===== src/rtl/game_pkg.sv =====
// Shared game definitions: FSM state encoding, default timing constants and
// a small saturating counter helper used by the game flow controller.
package game_pkg;

    typedef enum logic [1:0] {
        ST_MENU    = 2'd0,
        ST_PLAYING = 2'd1,
        ST_WON     = 2'd2,
        ST_LOST    = 2'd3
    } game_state_t;

    localparam int WIN_TIME_DEFAULT      = 200;
    localparam int LIVES_INIT_DEFAULT    = 3;
    localparam int INVULN_CYCLES_DEFAULT = 30;
    localparam int RESULT_HOLD_DEFAULT   = 60;

    // Width of the hold and invulnerability down-counters.
    localparam int CNT_W = 16;

    // Increment a 4-bit count, sticking at 15 instead of wrapping.
    function automatic logic [3:0] sat_inc4(input logic [3:0] v);
        return (v == 4'hF) ? v : v + 4'd1;
    endfunction

endpackage


===== src/rtl/game_flow_ctrl_if.sv =====
// Bundle of the game controller's inputs (buttons, renderer, shape counter)
// and its status outputs. The controller takes the slave side.
interface game_flow_ctrl_if;

    logic        start_btn;
    logic        quit_btn;
    logic        collision;
    logic [10:0] game_time;
    logic        menu_screen;
    logic        player_won;
    logic        player_lost;
    logic [1:0]  lives;
    logic        invulnerable;
    logic [3:0]  win_count;

    modport master (
        output start_btn, quit_btn, collision, game_time,
        input  menu_screen, player_won, player_lost, lives, invulnerable, win_count
    );

    modport slave (
        input  start_btn, quit_btn, collision, game_time,
        output menu_screen, player_won, player_lost, lives, invulnerable, win_count
    );

endinterface


===== src/rtl/btn_sync_edge.sv =====
// Two-flop synchronizer plus rising-edge detector for a raw push-button.
// A press yields one pulse, visible two edges after the raw rise so the
// consumer acts on the third edge. The valid shift register masks the
// pulse until the edge flop holds real button data, so a button already
// held when reset releases never produces a pulse.
module btn_sync_edge (
    input  logic clk,
    input  logic reset,
    input  logic btn,
    output logic pulse
);

    logic       sync1;
    logic       sync2;
    logic       prev;
    logic [2:0] vld;

    // Synchronize the raw button and keep one delayed copy for edge detection.
    always_ff @(posedge clk or posedge reset) begin
        if (reset) begin
            sync1 <= 1'b0;
            sync2 <= 1'b0;
            prev  <= 1'b0;
            vld   <= 3'b000;
        end else begin
            sync1 <= btn;
            sync2 <= sync1;
            prev  <= sync2;
            vld   <= {vld[1:0], 1'b1};
        end
    end

    assign pulse = sync2 & ~prev & vld[2];

endmodule


===== src/rtl/game_flow_ctrl.sv =====
// Game flow controller: MENU -> PLAYING -> WON/LOST -> MENU, tracking lives,
// a post-hit invulnerability window and a saturating count of levels won.
// All status outputs come straight from flops.
module game_flow_ctrl
    import game_pkg::*;
#(
    parameter int WIN_TIME      = WIN_TIME_DEFAULT,
    parameter int LIVES_INIT    = LIVES_INIT_DEFAULT,
    parameter int INVULN_CYCLES = INVULN_CYCLES_DEFAULT,
    parameter int RESULT_HOLD   = RESULT_HOLD_DEFAULT
) (
    input  logic             clk,
    input  logic             reset,
    game_flow_ctrl_if.slave  bus
);

    localparam logic [10:0]      WIN_VAL   = 11'(WIN_TIME);
    localparam logic [1:0]       LIVES_VAL = 2'(LIVES_INIT);
    localparam logic [CNT_W-1:0] INV_LOAD  = CNT_W'(INVULN_CYCLES);
    localparam logic [CNT_W-1:0] HOLD_LOAD = CNT_W'(RESULT_HOLD - 1);

    game_state_t      state;
    game_state_t      state_n;
    logic [1:0]       lives_q;
    logic [1:0]       lives_n;
    logic [3:0]       wins_q;
    logic [3:0]       wins_n;
    logic [CNT_W-1:0] inv_q;
    logic [CNT_W-1:0] inv_n;
    logic [CNT_W-1:0] hold_q;
    logic [CNT_W-1:0] hold_n;

    logic menu_q;
    logic won_q;
    logic lost_q;
    logic invul_q;
    logic menu_n;
    logic won_n;
    logic lost_n;
    logic invul_n;

    logic start_p;
    logic quit_p;

    btn_sync_edge u_start_sync (
        .clk   (clk),
        .reset (reset),
        .btn   (bus.start_btn),
        .pulse (start_p)
    );

    btn_sync_edge u_quit_sync (
        .clk   (clk),
        .reset (reset),
        .btn   (bus.quit_btn),
        .pulse (quit_p)
    );

    // State register together with lives, win count and both down-counters.
    always_ff @(posedge clk or posedge reset) begin
        if (reset) begin
            state   <= ST_MENU;
            lives_q <= LIVES_VAL;
            wins_q  <= 4'd0;
            inv_q   <= '0;
            hold_q  <= '0;
        end else begin
            state   <= state_n;
            lives_q <= lives_n;
            wins_q  <= wins_n;
            inv_q   <= inv_n;
            hold_q  <= hold_n;
        end
    end

    // Next-state logic; in PLAYING quit beats win, win beats collision.
    always_comb begin
        state_n = state;
        lives_n = lives_q;
        wins_n  = wins_q;
        inv_n   = inv_q;
        hold_n  = hold_q;
        case (state)
            ST_MENU: begin
                if (start_p) begin
                    state_n = ST_PLAYING;
                    lives_n = LIVES_VAL;
                    inv_n   = '0;
                end
            end
            ST_PLAYING: begin
                if (inv_q != '0) begin
                    inv_n = inv_q - 1'b1;
                end
                if (quit_p) begin
                    state_n = ST_MENU;
                end else if (bus.game_time == WIN_VAL) begin
                    state_n = ST_WON;
                    hold_n  = HOLD_LOAD;
                    wins_n  = sat_inc4(wins_q);
                end else if (bus.collision && (inv_q == '0)) begin
                    if (lives_q > 2'd1) begin
                        lives_n = lives_q - 2'd1;
                        inv_n   = INV_LOAD;
                    end else begin
                        lives_n = 2'd0;
                        state_n = ST_LOST;
                        hold_n  = HOLD_LOAD;
                    end
                end
            end
            ST_WON, ST_LOST: begin
                if (hold_q == '0) begin
                    state_n = ST_MENU;
                end else begin
                    hold_n = hold_q - 1'b1;
                end
            end
            default: begin
                state_n = ST_MENU;
            end
        endcase
    end

    // Decode the upcoming state into next values for the registered outputs.
    always_comb begin
        menu_n  = (state_n == ST_MENU);
        won_n   = (state_n == ST_WON);
        lost_n  = (state_n == ST_LOST);
        invul_n = (inv_n != '0);
    end

    // Output register so every status line is glitch-free.
    always_ff @(posedge clk or posedge reset) begin
        if (reset) begin
            menu_q  <= 1'b1;
            won_q   <= 1'b0;
            lost_q  <= 1'b0;
            invul_q <= 1'b0;
        end else begin
            menu_q  <= menu_n;
            won_q   <= won_n;
            lost_q  <= lost_n;
            invul_q <= invul_n;
        end
    end

    assign bus.menu_screen  = menu_q;
    assign bus.player_won   = won_q;
    assign bus.player_lost  = lost_q;
    assign bus.invulnerable = invul_q;
    assign bus.lives        = lives_q;
    assign bus.win_count    = wins_q;

endmodule


===== src/flat_wrapper.sv =====
// flat-port wrapper written by rule: the top's interface ports become plain ports
module game_flow_ctrl_flat import game_pkg::*;
#(
    parameter int WIN_TIME      = WIN_TIME_DEFAULT,
    parameter int LIVES_INIT    = LIVES_INIT_DEFAULT,
    parameter int INVULN_CYCLES = INVULN_CYCLES_DEFAULT,
    parameter int RESULT_HOLD   = RESULT_HOLD_DEFAULT
)
  (clk, reset, bus_start_btn, bus_quit_btn, bus_collision, bus_game_time, bus_menu_screen, bus_player_won, bus_player_lost, bus_lives, bus_invulnerable, bus_win_count);
  game_flow_ctrl_if bus_i ();
  input  logic clk;
  input  logic reset;
  input wire logic [$bits(bus_i.start_btn)-1:0] bus_start_btn;
  input wire logic [$bits(bus_i.quit_btn)-1:0] bus_quit_btn;
  input wire logic [$bits(bus_i.collision)-1:0] bus_collision;
  input wire logic [$bits(bus_i.game_time)-1:0] bus_game_time;
  output wire logic [$bits(bus_i.menu_screen)-1:0] bus_menu_screen;
  output wire logic [$bits(bus_i.player_won)-1:0] bus_player_won;
  output wire logic [$bits(bus_i.player_lost)-1:0] bus_player_lost;
  output wire logic [$bits(bus_i.lives)-1:0] bus_lives;
  output wire logic [$bits(bus_i.invulnerable)-1:0] bus_invulnerable;
  output wire logic [$bits(bus_i.win_count)-1:0] bus_win_count;
  assign bus_i.start_btn = bus_start_btn;
  assign bus_i.quit_btn = bus_quit_btn;
  assign bus_i.collision = bus_collision;
  assign bus_i.game_time = bus_game_time;
  assign bus_menu_screen = bus_i.menu_screen;
  assign bus_player_won = bus_i.player_won;
  assign bus_player_lost = bus_i.player_lost;
  assign bus_lives = bus_i.lives;
  assign bus_invulnerable = bus_i.invulnerable;
  assign bus_win_count = bus_i.win_count;
  game_flow_ctrl #(.WIN_TIME(WIN_TIME), .LIVES_INIT(LIVES_INIT), .INVULN_CYCLES(INVULN_CYCLES), .RESULT_HOLD(RESULT_HOLD)) u_core (.clk(clk), .reset(reset), .bus(bus_i));
endmodule

===== config.mk =====
export PLATFORM = sky130hd
export DESIGN_NAME = game_flow_ctrl_flat
export DESIGN_NICKNAME = d
export VERILOG_FILES = /design/src/rtl/game_pkg.sv /design/src/rtl/game_flow_ctrl_if.sv /design/src/rtl/btn_sync_edge.sv /design/src/rtl/game_flow_ctrl.sv /design/src/flat_wrapper.sv
export SDC_FILE = /design/constraint.sdc
export NUM_CORES = 1
export LEC_CHECK = 0
export CAP_MARGIN = 30
export CORE_AREA = 2 2 57 113
export CTS_CLUSTER_DIAMETER = 120
export CTS_CLUSTER_SIZE = 14
export DETAILED_ROUTE_END_ITERATION = 7
export DIE_AREA = 0 0 59 115
export HOLD_SLACK_MARGIN = 0.12
export PLACE_DENSITY = 0.69
export SETUP_SLACK_MARGIN = 0.15
export SLEW_MARGIN = 25
export SYNTH_ARGS = -nofsm -noshare
export SYNTH_HDL_FRONTEND = slang
export SYNTH_SLANG_ARGS = --single-unit

===== constraint.sdc =====
create_clock -name clk -period 3.4 [get_ports clk]
set_input_delay 0.34 -clock clk [delete_from_list [all_inputs] [get_ports clk]]
set_output_delay 0.34 -clock clk [all_outputs]
set_load 0.005 [all_outputs]

# Word-level counts from Yosys, hierarchy flattened
# Index checks and enable logic that the tools add are counted.
# totals
latchBits	0
ramBits	0
mem_bits_ro	0
register_bits	56
memories	0
input_bits	16
word_cells	83
output_inout_bits	10
# classes
n_shift	0
addsub	4
order_cmp	1
n_eq_ne	14
bitwise_logic	8
n_reduce_logical	13
n_mul	0
muxes	26
n_div	0
# ops
op	n
2-to-1 mux 16 bit	11
one-hot mux 16 bit (2 select lines)	2
logical NOT 16 bit	2
nonzero test 16 bit	2
subtractor 16 x 1 -> 16 bit (second input constant)	2
2-to-1 mux 2 bit	11
== test 11 x 8 -> 1 bit (second input constant)	1
AND reduction 5 bit	2
== test 2 bit (second input constant)	4
inequality test 2 bit (second input constant)	3
one-hot mux 2 bit (3 select lines)	1
adder 4 x 1 -> 4 bit (second input constant)	1
AND 1 bit	4
== test 4 bit (second input constant)	1
logical NOT 2 bit	2
inequality test 2 x 1 -> 1 bit (second input constant)	2
NOT 1 bit	4
one-hot mux 2 bit (2 select lines)	1
AND reduction 4 bit	1
nonzero test 2 bit	2
inequality test 3 x 1 -> 1 bit (second input constant)	1
inequality test 3 x 2 -> 1 bit (second input constant)	1
== test 2 x 1 -> 1 bit (second input constant)	1
> comparator 2 x 1 -> 1 bit (second input constant)	1
other kinds (3)	3

# Longest topological paths before layout
# depth
depth_word	8
ltp_mapped	11
mapped_depth_nobuf	10

# Modules after synthesis
# A second synthesis with hierarchy kept.
# unflattened
cells_unflattened	281
area_unflattened_um2	2785.2
# modules_own_cells
module	cells_per_inst	area_each_um2	instances
game_flow_ctrl	263	2452.4	1
btn_sync_edge	9	166.4	2

# Worst setup path before layout
# OpenSTA, ideal clock, no wires.
# synth_path
path_kind	register -> register
startpoint	register u_core.inv_q[0]
endpoint	register u_core.invul_q (netlist: u_core.bus.invulnerable)
path_buffers	0
path_stages_with_launch	10
period_less_slack_ps	3052
setup_time_ps	139
slack_ps	348
arrival_time_ps	2914
cell_sequence	dfrtp_1 inv_1 ha_1 nand2b_1 or3_2 or4_4 nand2_4 o311ai_4 or4_1 or4_1
# synth_via
elab_chain_cells	8
elab_cells_between_ends	12
classes_between	add/sub: 1; mux: 7; reduce/logical: 4
# synth_rtl
element	line	source
start: declaration	game_flow_ctrl.sv:28	logic [CNT_W-1:0] inv_q;
start signal: assignment	game_flow_ctrl.sv:71	inv_q <= inv_n;
subtractor 16 x 1 -> 16 bit or nonzero test 16 bit (tied branches)	game_flow_ctrl.sv:93, game_flow_ctrl.sv:92	
2-to-1 mux 16 bit	game_flow_ctrl.sv:92	if (inv_q != '0) begin
2-to-1 mux 16 bit	game_flow_ctrl.sv:102	if (lives_q > 2'd1) begin
2-to-1 mux 16 bit	game_flow_ctrl.sv:101	end else if (bus.collision && (inv_q == '0)) begin
2-to-1 mux 16 bit	game_flow_ctrl.sv:97	end else if (bus.game_time == WIN_VAL) begin
2-to-1 mux 16 bit *	game_flow_ctrl.sv:95	if (quit_p) begin
one-hot mux 16 bit (2 select lines) *	game_flow_ctrl.sv:83	case (state)
via u_core.inv_n[14]	game_flow_ctrl.sv:29	logic [CNT_W-1:0] inv_n;
nonzero test 16 bit *	game_flow_ctrl.sv:130	invul_n = (inv_n != '0);
via u_core.invul_n	game_flow_ctrl.sv:40	logic invul_n;
end signal: assignment	game_flow_ctrl.sv:144	invul_q <= invul_n;
end: declaration	game_flow_ctrl.sv:36	logic invul_q;
# The timed path passes the listed nets; every way through them passes the cells marked *.
# A chain may end at the register's enable or synchronous reset.

# Final worst setup path
# Ends and elaborated chain as after synthesis.

==> run summary <==
Status: complete, no violations
GPL Wtd Cong: 0.8760
Setup WS pre-CTS: 0.1775 ns
N_diodes: 0
Nets: 337
CTS Buf Count: 5
CP required: 3.57 ns
Postcts setup bufs: 0
Clock tree buffer depth: 2
1st-iter DRT viols: 175
Leading post-synthesis cells by cell area: dfrtp_1 (44%), nor2_1 (2.9%), nor3_1 (2.8%), dfstp_2 (2.8%), nand2_1 (2.8%)
Vias: 2382
Asr flop ratio synth: 100.0%
Minimum clock period: 3.105 ns
Syn_nets: 303
First-pass GRT wire length: 11150 µm
Achievable Freq: 322.0 MHz
Clock slew at reported path FFs: 0.07 ns
Final hold violations: 0
Vias in the first global route: 2404
Worst Setup Start Kind: flip-flop
Nature of the critical path endpoint: flip-flop
Sum of negative setup slack: 0 ns
# IOs: 26
Pleak: 1.408 nW
Tot Pwr: 1.250 mW
Core area: 0.005906 mm²
H-tree Lvls: 2
Worst path cell trace: inv_2, ha_2, nand2b_1, or3_4, or4_4, nand2_4, o311ai_4, or4_1, or4_1
Synth warn: 0
Peak VDD IR: 0.2579 mV
CP peak stage delay: 0.58 ns
Worst-Margin Slew: 0.6350 ns
DP HPWL: 4758 µm
Avg Inst Size Synth: 10.12 µm²
Yosys cell types: 62
Die area: 0.006785 mm²
Hold_buf cts: 0
Syn-to-layout area delta: 18.79%
CTS tree: yes
Rel. slew slack: 57.66%
Post-synth EDFFs: 0
Slowest cell on the critical path: or4_4
Mapped Area: 0.002863 mm²
Starting density of the core: 48.47%
Drt pass-1 iters: 4
Hold Path Class: flip-flop to flip-flop
Final worst slack: 0.2946 ns
Register area share after synthesis: 46.46%
I/O Buffers: 25
Post-route clock period utilization: 91.33%
Seq cells post-synth: 53
CP Max Fanout: 5
Total congestion overflow: 0
Final wirelength: 6610 µm
Worst path bufs/invs: 1
Synthesized instance count: 283
RSZ-0062 raised after global routing: false
Die Y: 115 µm
Delay-heaviest family, CP: simple AND/OR/NAND/NOR gates
Antenna viol nets, final: 0
Max Clock Skew: 0.009487 ns
Number of remaining DRC errors: 0
CP most frequent cell: or4_1
CP Class: flip-flop to flip-flop
Layout cells sized above 1: 14.15%
Worst-Skew Late Latency: 0.30 ns
Pin count of the biggest net entering global routing: 54
Gr usage total: 21.44%
Antenna violations before repair: 0
PD cells: 367.5 mW/mm²
Top-area cell type share of the netlist area: 43.71%
Avg WL per Cell: 17.35 µm
Via density: 6.252
Max-cap violations: 0
CTS Sinks: 53
Die width: 59 µm
Worst EP arrival: 3.27 ns
Max Transition Viols Final: 0
Leading area contributor after synthesis: dfrtp_1
Final setup fails: 0
Root Buffer: clkbuf_16
Rows: 40
Most used DFF post-synth: dfrtp_1
-- logic make-up after synthesis --
logic type / Yosys count / share of synthesized area [%]
multiplexers: 2 / 0.7867
AO/OA/AOI/OAI: 69 / 17.61
other: 1 / 0.1310
flip-flops: 53 / 46.46
XOR/XNOR: 9 / 2.753
AND/OR/NAND/NOR: 128 / 27.75
adder cells (fa/ha/maj): 4 / 1.748
buffers and inverters: 17 / 2.753
-- what timing repair did --
action                     CTS  global route
setup endpoints to repair    1             1
resized for setup            1             5
pin swaps                    0             1
-- layout by cell type (no fill, tap or decap), types with 6 or more instances in the layout --
cell and instances:
nand2_1 21, nor3_1 14, a21o_1 7, nand3_1 9
nor3b_1 6, dfrtp_1 50, clkdlybuf4s50_1 25, buf_4 7
or3_1 6, a21oi_1 9, nor2_1 22, inv_1 9
o21ai_0 12, a31oi_1 7
-- sequential cells by signal, indices dropped and copies added (netlist names) --
signal and flops:
u_core.u_quit_sync.sync1 1, u_core.u_start_sync.sync1 1, u_core.bus.player_lost 1, u_core.bus.player_won 1, u_core.u_start_sync.prev 1, u_core.u_quit_sync.vld 1, u_core.state 2, u_core.u_quit_sync.prev 1
u_core.u_start_sync.vld 2, u_core.u_quit_sync.sync2 1, u_core.bus.invulnerable 1, u_core.bus.menu_screen 1, u_core.u_start_sync.sync2 1, u_core.bus.win_count 4, u_core.inv_q 16, u_core.hold_q 16
u_core.bus.lives 2
-- power breakdown --
group | leakage (nW) | switching, mW | total [mW] | internal (mW)
registers | 0.626 | 0.00168 | 0.637 | 0.636
clock network | 0.0842 | 0.228 | 0.577 | 0.349
logic | 0.698 | 0.0179 | 0.0355 | 0.0177
-- synthesized netlist by cell type (all sizes together), types with 3 or more instances --
library cell / number
and3: 3
a31o: 3
o31ai: 4
or3: 7
nor4: 8
nand3: 9
a21oi: 9
a21o: 8
nand4: 5
clkbuf: 4
a31oi: 7
ha: 4
or4: 5
dfstp: 3
inv: 11
nor2: 22
xor2: 4
dfrtp: 50
nand2: 22
a22o: 3
o21ai: 12
nand2b: 4
o21a: 4
nor3b: 6
xnor2: 5
nor3: 16
nand3b: 3
nand4b: 3
-- per-stage QoR --
step	cell area, µm²	hold slack (ns)	util (%)	cells
4_1_cts	3382	0.3514	57.27	380
6_report	3401	0.3461	57.58	381
2_1_floorplan	2863	0.3312	-	283
5_1_grt	3401	0.3581	57.58	381
3_5_place_dp	3209	0.3355	54.34	372
3_3_place_gp	3207	0.3330	54.30	372
-- routing by layer --
layer / up-vias / part of all wire, % / track usage, % / wire, µm
li1: 1135 / - / - / -
met1: 1132 / 44 / 28.46 / 2879
met2: 95 / 47 / 32.67 / 3090
met3: 20 / 6.7 / 5.174 / 442
met4: 0 / 3.0 / 9.848 / 197
met5: - / 0 / 0 / 0
-- final cells by class --
type | instances | area [µm²]
Sequential cell | 53 | 1330
Clock buffer | 5 | 125.1
Inverter | 11 | 43.79
Multi-Input combinational cell | 213 | 1471
Timing Repair Buffer | 33 | 307.8
Tap cell | 63 | 78.83
Fill cell | 501 | 2505
Clock inverter | 3 | 43.79
-- path summary, 6_finish.rpt --
kind / from / endpoint / slack, ns / depth (start not counted)
hold / removal: u_core.u_start_sync.vld[1] / u_core.u_quit_sync.vld[2] / 0.35 / 0
max in group asynchronous: reset / u_core.inv_q[11] / 2.48 / 2
min in group asynchronous: reset / u_core.hold_q[10] / 0.48 / 2
hold reg to reg: u_core.u_start_sync.vld[1] / u_core.u_quit_sync.vld[2] / 0.35 / 0
setup / recovery: u_core.inv_q[0] / u_core.bus.invulnerable / 0.29 / 9
setup reg to reg: u_core.inv_q[0] / u_core.bus.invulnerable / 0.29 / 9
(Power assumes the default switching activity.)
